===== src/rtl/lms_spi_slave_regs.sv =====
// ---------------------------------------------------------------------------
// lms_spi_slave_regs
//
// SPI responder (mode 0) for LMS7-style 32-bit frames, serving a bank of
// 16-bit configuration registers to FPGA logic. The SPI pins are oversampled
// in the clk domain, so no flop is clocked by SCLK.
//
// Frame (MSB first): bit31 = 1 write / 0 read, bits30:16 = address,
// bits15:0 = data. MOSI is sampled on SCLK rise events. MISO changes on
// SCLK fall events.
//
// Ports:
//   clk          system clock
//   reset_n      synchronous active-low reset
//   spi_ss_n     chip select, active low (asynchronous)
//   spi_sclk     SPI clock, mode 0 (asynchronous)
//   spi_mosi     master-out data (asynchronous)
//   spi_miso     slave-out data, forced to 0 whenever spi_miso_oe is 0
//   spi_miso_oe  MISO drive enable for the top-level tri-state/mux
//   regs_q       flat register contents, register k at [16k+15:16k]
//   wr_stb       one-cycle pulse when a register has been written
//   wr_addr      register index of the last write
//
// Write notification: wr_stb is a single-cycle pulse with no back-pressure.
// In the cycle wr_stb is high, wr_addr holds the written index and regs_q
// already shows the new value. wr_addr keeps its value until the next write.
// ---------------------------------------------------------------------------
module lms_spi_slave_regs #(
  parameter logic [14:0] ADDR_BASE    = 15'h0000,
  parameter int          NREGS        = 32,
  parameter int          SCLK_DIV_MIN = 8
) (
  input  logic                  clk,
  input  logic                  reset_n,
  input  logic                  spi_ss_n,
  input  logic                  spi_sclk,
  input  logic                  spi_mosi,
  output logic                  spi_miso,
  output logic                  spi_miso_oe,
  output logic [NREGS*16-1:0]   regs_q,
  output logic                  wr_stb,
  output logic [7:0]            wr_addr
);

  localparam int IW = (NREGS > 1) ? $clog2(NREGS) : 1;

  typedef enum logic [1:0] {
    IDLE = 2'd0,
    CMD  = 2'd1,
    DATA = 2'd2,
    DONE = 2'd3
  } state_t;

  // -------------------------------------------------------------------------
  // Pin synchronizers. Stages [0] and [1] form the 2-FF synchronizer, and
  // stage [2] is the delayed copy used for edge detection. MOSI needs only the
  // 2-FF stage because it is consumed at the same depth as SCLK stage [1].
  // These flops are deliberately not reset: they must keep tracking the pins
  // during reset so the FSM can see whether ss_n is low when reset releases.
  // -------------------------------------------------------------------------
  logic [2:0] ss_sr;
  logic [2:0] sclk_sr;
  logic [1:0] mosi_sr;

  always_ff @(posedge clk) begin
    ss_sr   <= {ss_sr[1:0], spi_ss_n};
    sclk_sr <= {sclk_sr[1:0], spi_sclk};
    mosi_sr <= {mosi_sr[0], spi_mosi};
  end

  logic ss_lvl, ss_fall, ss_rise, sclk_rise, sclk_fall, mosi_bit;

  assign ss_lvl    = ss_sr[1];
  assign ss_fall   =  ss_sr[2]   & ~ss_sr[1];
  assign ss_rise   = ~ss_sr[2]   &  ss_sr[1];
  assign sclk_rise = ~sclk_sr[2] &  sclk_sr[1];
  assign sclk_fall =  sclk_sr[2] & ~sclk_sr[1];
  assign mosi_bit  = mosi_sr[1];

  // -------------------------------------------------------------------------
  // Datapath state.
  // -------------------------------------------------------------------------
  state_t         state, state_nxt;
  logic [4:0]     bit_cnt;      // 0..15 in CMD, 16..31 in DATA
  logic [14:0]    cmd_sr;       // first 15 command bits; the 16th comes live
  logic [15:0]    data_sr;
  logic [15:0]    rd_sr;
  logic           is_wr;
  logic           hit;
  logic [IW-1:0]  idx;
  logic           commit_pend;
  logic [15:0]    regs [NREGS];

  // Command decode on the 16th rise: the last bit is still on mosi_bit.
  logic [15:0]    cmd_word;
  logic [14:0]    cmd_diff;
  logic           cmd_hit;
  logic [IW-1:0]  cmd_idx;
  logic [7:0]     idx_ext;

  assign cmd_word = {cmd_sr, mosi_bit};
  assign cmd_diff = cmd_word[14:0] - ADDR_BASE;
  // Unsigned compare: addresses below ADDR_BASE wrap to large values and miss.
  assign cmd_hit  = ({17'd0, cmd_diff} < 32'(NREGS));
  assign cmd_idx  = cmd_diff[IW-1:0];

  always_comb begin
    idx_ext = '0;
    idx_ext[IW-1:0] = idx;
  end

  // -------------------------------------------------------------------------
  // FSM: state register.
  // When reset releases with ss_n already low, the frame in progress has an
  // unknown prefix, so it is parked in DONE until ss_n goes high.
  // -------------------------------------------------------------------------
  always_ff @(posedge clk) begin
    if (!reset_n) begin
      state <= ss_lvl ? IDLE : DONE;
    end else begin
      state <= state_nxt;
    end
  end

  // FSM: next state and frame-phase strobes. An ss_n rise always takes
  // priority over a coincident SCLK rise, so a frame whose last rise has not
  // yet been counted is aborted.
  logic cmd_done, data_done, cmd_shift, data_shift, rd_shift;

  always_comb begin
    state_nxt  = state;
    cmd_done   = 1'b0;
    data_done  = 1'b0;
    cmd_shift  = 1'b0;
    data_shift = 1'b0;
    rd_shift   = 1'b0;
    case (state)
      IDLE: begin
        if (ss_fall) state_nxt = CMD;
      end
      CMD: begin
        if (ss_rise) begin
          state_nxt = IDLE;
        end else if (sclk_rise) begin
          cmd_shift = 1'b1;
          if (bit_cnt == 5'd15) begin
            cmd_done  = 1'b1;
            state_nxt = DATA;
          end
        end
      end
      DATA: begin
        if (ss_rise) begin
          state_nxt = IDLE;
        end else begin
          rd_shift = sclk_fall;
          if (sclk_rise) begin
            data_shift = 1'b1;
            if (bit_cnt == 5'd31) begin
              data_done = 1'b1;
              state_nxt = DONE;
            end
          end
        end
      end
      DONE: begin
        if (ss_rise) state_nxt = IDLE;
      end
      default: state_nxt = IDLE;
    endcase
  end

  // -------------------------------------------------------------------------
  // Datapath and register bank.
  // -------------------------------------------------------------------------
  always_ff @(posedge clk) begin
    if (!reset_n) begin
      bit_cnt     <= '0;
      cmd_sr      <= '0;
      data_sr     <= '0;
      rd_sr       <= '0;
      is_wr       <= 1'b0;
      hit         <= 1'b0;
      idx         <= '0;
      commit_pend <= 1'b0;
      wr_stb      <= 1'b0;
      wr_addr     <= '0;
      spi_miso    <= 1'b0;
      spi_miso_oe <= 1'b0;
      for (int k = 0; k < NREGS; k++) begin
        regs[k] <= '0;
      end
    end else begin
      wr_stb      <= 1'b0;
      commit_pend <= 1'b0;

      // The commit lands one clk after the 32nd rise. It is independent of
      // the FSM, so an ss_n rise in that same cycle cannot cancel it.
      if (commit_pend) begin
        regs[idx] <= data_sr;
        wr_stb    <= 1'b1;
        wr_addr   <= idx_ext;
      end

      if (cmd_shift || data_shift) begin
        bit_cnt <= bit_cnt + 5'd1;
      end

      if (cmd_shift) begin
        cmd_sr <= cmd_word[14:0];
      end

      if (cmd_done) begin
        is_wr <= cmd_word[15];
        hit   <= cmd_hit;
        idx   <= cmd_idx;
        if (!cmd_word[15] && cmd_hit) begin
          rd_sr       <= regs[cmd_idx];
          spi_miso_oe <= 1'b1;
        end
      end

      if (data_shift && is_wr) begin
        data_sr <= {data_sr[14:0], mosi_bit};
      end

      // spi_miso_oe is only set for a read hit, so it gates the shift-out.
      if (rd_shift && spi_miso_oe) begin
        spi_miso <= rd_sr[15];
        rd_sr    <= {rd_sr[14:0], 1'b0};
      end

      if (data_done && is_wr && hit) begin
        commit_pend <= 1'b1;
      end

      // Leaving the frame (normal end or abort) releases MISO and clears the
      // bit counter. This is placed last so it overrides the updates above.
      if (state_nxt == IDLE) begin
        bit_cnt     <= '0;
        spi_miso    <= 1'b0;
        spi_miso_oe <= 1'b0;
      end
    end
  end

  for (genvar k = 0; k < NREGS; k++) begin : g_regs_q
    assign regs_q[16*k +: 16] = regs[k];
  end

`ifndef SYNTHESIS
  // SCLK must be slow enough for the 3-clk synchronizer lag. Allow one clk of
  // sampling jitter between two measured rise events.
  logic [15:0] sclk_gap;
  logic        sclk_seen;

  always_ff @(posedge clk) begin
    if (!reset_n || state == IDLE) begin
      sclk_gap  <= '0;
      sclk_seen <= 1'b0;
    end else if (sclk_rise) begin
      sclk_gap  <= 16'd1;
      sclk_seen <= 1'b1;
    end else if (sclk_gap != 16'hFFFF) begin
      sclk_gap  <= sclk_gap + 16'd1;
    end
  end

  always @(posedge clk) begin
    if (reset_n && sclk_rise && sclk_seen && (state == CMD || state == DATA)) begin
      assert (32'(sclk_gap) >= SCLK_DIV_MIN - 1)
        else $error("SCLK period %0d clk is below SCLK_DIV_MIN %0d", sclk_gap, SCLK_DIV_MIN);
    end
  end
`endif

endmodule

===== config.mk =====
export PLATFORM = sky130hd
export DESIGN_NAME = lms_spi_slave_regs
export DESIGN_NICKNAME = d
export VERILOG_FILES = /design/src/rtl/lms_spi_slave_regs.sv
export SDC_FILE = /design/constraint.sdc
export NUM_CORES = 1
export LEC_CHECK = 0
export BUFFER_PORTS_ARGS = -buffer_cell sky130_fd_sc_hd__buf_2
export CAP_MARGIN = 0
export CORE_UTILIZATION = 30
export DETAILED_ROUTE_END_ITERATION = 16
export PLACE_DENSITY_LB_ADDON = 0.25
export SLEW_MARGIN = 20
export SYNTH_ARGS = -nofsm -noshare
export SYNTH_HDL_FRONTEND = slang
export SYNTH_SLANG_ARGS = --single-unit

===== constraint.sdc =====
create_clock -name clk -period 4.1 [get_ports clk]
set_clock_uncertainty 0.15 [all_clocks]
set_input_delay 1.23 -clock clk [delete_from_list [all_inputs] [get_ports clk]]
set_output_delay 1.23 -clock clk [all_outputs]
set_load 0.02 [all_outputs]

**Word-level counts from Yosys, hierarchy flattened**

Memories as Yosys holds them, arrays and structs flattened.
Index checks and enable logic that the tools add are counted.

- Bits in writable memories: 512
- Input port bits: 5
- Bits in registers: 78
- Word-level logic and storage cells: 86
- Memories: 1
- Output and inout bits: 523

Memories:

| name | depth | width | read ports | clocked after Yosys merged registers in | wr ports | line | text |
|---|---|---|---|---|---|---|---|
| regs | 32 | 16 | 33 | 0 | 32 | 92 | `logic [15:0] regs [NREGS];` |

- Bitwise gates (word level): 9
- Reduce and logical (&&, ||, !) cells: 16
- Magnitude comparators: 1
- Equality and inequality tests: 5
- Add/sub/neg operators: 1
- Mux-type cells: 36

Operator list:

| kind | count |
|---|---|
| 2-to-1 mux 16 bit | 4 |
| 2-to-1 mux 1 bit | 20 |
| 2-to-1 mux 2 bit | 10 |
| OR reduction 16 bit | 1 |
| less-than comparator 15 x 6 -> 1 bit, second input constant | 1 |
| case mux 2 bit (4 select lines) | 1 |
| adder 5 x 1 -> 5 bit, second input constant | 1 |
| == test 5 x 4 -> 1 bit, second input constant | 1 |
| == test 5 bit, second input constant | 1 |
| logical AND 1 bit | 5 |
| 2-to-1 mux 5 bit | 1 |
| NOT 1 bit | 5 |
| bitwise AND 1 bit | 4 |
| == test 2 bit, second input constant | 2 |
| logical NOT 2 bit | 2 |
| AND reduction 2 bit | 2 |
| nonzero test 2 bit | 2 |
| OR reduction 2 bit | 2 |
| == test 2 x 1 -> 1 bit, second input constant | 1 |
| logical NOT 1 bit | 1 |
| logical OR 1 bit | 1 |

**Longest topological paths before layout**

- Depth after elaboration: 8
- Depth in mapped cells: 10

**Worst setup path before layout**

OpenSTA, ideal clock, no wires.

- Path kind: input-to-reg
- Start point: in reset_n
- End point: mem regs[24][0], enable pin
- Stages: 6
- Slack: 0.259 ns
- Arrival time: 3.280 ns
- Setup time: 0.411 ns
- Data required time: 3.539 ns
- Path buffers: 3
- Path through: buf_4 -> nand2_1 -> or3_1 -> clkbuf_1 -> buf_2 -> o21ai_0

RTL lines:

| what | line | text |
|---|---|---|
| from (decl) | 34 | `input logic reset_n,` |
| to (decl) | 92 |  |

**Worst setup path in the final report**

- Start point: reg bit_cnt[0]
- End point: reg rd_sr[5]

- Longest elaborated chain between the ends: 7

Ends and longest elaborated chain:

| what | line | text |
|---|---|---|
| from (decl) | 84 | `logic [4:0] bit_cnt;` |
| from (signal assigned) | 206 | `bit_cnt <= bit_cnt + 5'd1;` |
| == test 5 x 4 -> 1 bit | 146 | `if (bit_cnt == 5'd15) begin` |
| 2-to-1 mux 1 bit | 146 |  |
| 2-to-1 mux 1 bit | 144 | `end else if (sclk_rise) begin` |
| 2-to-1 mux 1 bit | 142 | `if (ss_rise) begin` |
| 2-to-1 mux 1 bit | 137 | `case (state)` |
| nonzero test 2 bit (no line) | n/a |  |
| AND reduction 2 bit (no line) | n/a |  |
| to (signal assigned) | 218 | `rd_sr <= regs[cmd_idx];` |
| to (signal assigned) | 230 | `rd_sr <= {rd_sr[14:0], 1'b0};` |
| to (decl) | 87 | `logic [15:0] rd_sr;` |

Every way passes these cells.
A chain may end at the register's enable or synchronous reset.

==> flow_summary_export.csv <==
group,metric,value,unit
setup_path,critPathMostFrequentCell,"ha_1",
setup_path,slowest_delay,0.97,ns
logic_synthesis,synth_edf_count,512,
cts,h-tree-depth,3,
timing,hold_slack,0.172,ns
grt,grt_pass1_vias,17970,
setup_path,crit_path_end_kind,"register",
cts,cts_setup_buffers,0,
logic_synthesis,ys_types,46,
setup_path,worst-endpoint-required,4.49,ns
detailed_routing,wl_per_cell,29.6,um
power_and_ir_drop,ir_drop,0.246,mV
timing,rsz0062_at_grt,"false",
grt,grtUsageTotal,23.0,%
die,dieArea,89700,sq um
grt,grt_start_max_net_pins,55,
timing,fmax,281,MHz
die,num_rows,108,
cts,cts_tree,"yes",
place,dp_hpwl,75900,um
cts,clock_sinks,590,
setup_path,path_delay_family,"simple AND/OR/NAND/NOR gates",
grt,grt_first_pass_wirelength,145000,um
setup_path,worstPathCellList,"ha_1 -> and3_1 -> ha_1 -> nand4_1 -> nor3_2 -> buf_4 -> nand3_1 -> a211oi_1 -> a211o_1",
cts,cts_resized,0,
cts,numCtsBuffers,68,
die,die_h,300,um
logic_synthesis,synth_seq_cells,590,
detailed_routing,drt_iter0_drc,1456,
setup_path,critPathMaxFanout,19,
setup_path,cp.arrival,3.95,ns
cts,clk-insertion-delay-late,0.60,ns
worst_hold_path,hold_class,"register to register",
cells_and_area,layout_commonest_cell,"buf_2",
flow_run,drv.max_cap_violation_count,0,
die,initial_utilization,30.5,%
logic_synthesis,ys_warn_count,0,
setup_path,critPathKind,"register to register",
logic_synthesis,synth_top_cell_by_area,"edfxtp_1",
logic_synthesis,synthCells,1818,
cts,cts.clk_slew.worst_paths,0.06,ns
logic_synthesis,synth.avg_cell_area,14.6,sq um
setup_path,slowest_stage,"a211oi_1",
power_and_ir_drop,p_per_area,436,nW/um^2
logic_synthesis,syn_area,26600,sq um
logic_synthesis,synth_ff_type,"edfxtp_1",
setup_path,critPathLaunchType,"register",
timing,fin_setup_tns,0,ns
status,outcome,"finished clean",
detailed_routing,viasPerCell,5.00,
detailed_routing,drc,0,
timing,worst_pin_slew,1.10,ns
die,die_x,300,um
timing,min_period,3.56,ns
grt,grt_overflow,0,
die,core-area,87200,sq um
cells_and_area,drive_gt1_share,37.5,%
detailed_routing,antenna_left,0,
cts,ctsRootBufferMaster,"clkbuf_16",
cts,clock_path_buffers,3,
detailed_routing,vias,17856,
logic_synthesis,synth_top_area_share,57.9,%
cts,hold_buffers,0,
cells_and_area,syn2layout_area_growth,24.4,%
cells_and_area,final_cell_mix,"buf_2, and2_1, edfxtp_1",
logic_synthesis,synth_seq_area_share,63.8,%
grt,grt_antenna_before_repair,8,
timing,period_share,86.8,%
die,io_pins,528,
setup_path,cp_num_buf_inv,1,
logic_synthesis,async_flop_share,0,%
timing,finalSetupViolCount,0,
cells_and_area,fillCellCount,8303,
detailed_routing,finalWirelength,106000,um
place,gp_congestion,0.875,
timing,hold_violations,0,
place,numPortBuffers,524,
logic_synthesis,ys_top_cells_by_area,"edfxtp_1, and2_1, mux4_2",
cells_and_area,nets,2367,
timing,relSlewSlack,26.7,%
power_and_ir_drop,power.leakage,12.5,nW
timing,slew_violations,0,
detailed_routing,first_pass_iters,5,
## layer usage
metal	track usage [%]	routed length [um]
met3	5.16	7640
met1	28.8	42000
met4	6.95	3050
met2	39.6	53100
met5	0	13
## cells in the mapped netlist, types with 4 or more instances
library cell,count
dfxtp_1,78
nand3_1,7
nor2_1,89
buf_6,8
a211oi_2,8
edfxtp_1,512
clkbuf_1,109
mux2i_1,80
o21ai_0,49
buf_2,30
nand2_1,41
buf_12,4
a211o_1,15
mux4_2,124
a211oi_1,54
and2_1,513
a21oi_1,5
a221oi_1,4
buf_4,8
nor2b_1,32
nand3b_1,5
## kinds of logic (layout without fill, tap and decap cells)
logic type / after synthesis / count (layout) / share of synthesized area [%]
AO/OA/AOI/OAI: 140 / 140 / 3.69
other: 1 / 6 / 0.0141
buffers and inverters: 169 / 760 / 3.12
AND/OR/NAND/NOR: 708 / 708 / 15.6
adder cells (fa/ha/maj): 3 / 3 / 0.141
multiplexers: 204 / 204 / 13.5
XOR/XNOR: 3 / 3 / 0.0990
flip-flops: 590 / 590 / 63.8
## final timing paths
kind,start,to,slack [ns],cells past startpoint
max,bit_cnt[0],rd_sr[5],0.54,9
min,mosi_sr[0],mosi_sr[1],0.17,0
max reg2reg,bit_cnt[0],rd_sr[5],0.54,9
min reg2reg,mosi_sr[0],mosi_sr[1],0.17,0
## power breakdown
group | internal [W] | switching, W | leakage (nW)
combinational | 0.000431 | 0.000857 | 5.98
sequential | 0.00678 | 0.000215 | 5.49
clock | 0.00358 | 0.00254 | 1.08
## through the flow
stage | instances | instance area (sq um) | util [%] | setup slack [ns] | power, W
finish | 3569 | 33000 | 37.9 | 0.541 | 0.0144
floorplan | 1820 | 26600 | - | 0.259 | 0.00779
detailed placement | 3444 | 30800 | 35.4 | 0.0783 | 0.00843
global route | 3566 | 33000 | 37.9 | 0.500 | 0.0148
CTS | 3566 | 33000 | 37.9 | 0.638 | 0.0145
global placement | 3441 | 30800 | 35.3 | 0.140 | 0.00842
## state kept, by name, summed over array words and instances, names as in the netlist, 2 cells and up
name and cells:
state 2, regs 512, idx 5, sclk_sr 3
bit_cnt 5, ss_sr 3, cmd_sr 15, data_sr 16
rd_sr 16, wr_addr 5, mosi_sr 2
## area by class of cell
class	count	area (sq um)	share of cell area, %
Sequential cell	590	16900	51.3
Multi-Input combinational cell	1061	8880	26.9
Timing Repair Buffer	633	3530	10.7
Clock buffer	89	1850	5.60
Tap cell	1155	1450	4.37
Clock inverter	33	354	1.07
Inverter	5	18.8	0.0568
Antenna cell	3	7.51	0.0227
## worst register-to-register path: stages, from the launching register on
cell	delay, ns
dfxtp_1	0.38
ha_1	0.18
and3_1	0.19
ha_1	0.19
nand4_1	0.16
nor3_2	0.27
buf_4	0.28
nand3_1	0.55
a211oi_1	0.98
a211o_1	0.18
(Power assumes the default switching activity.)
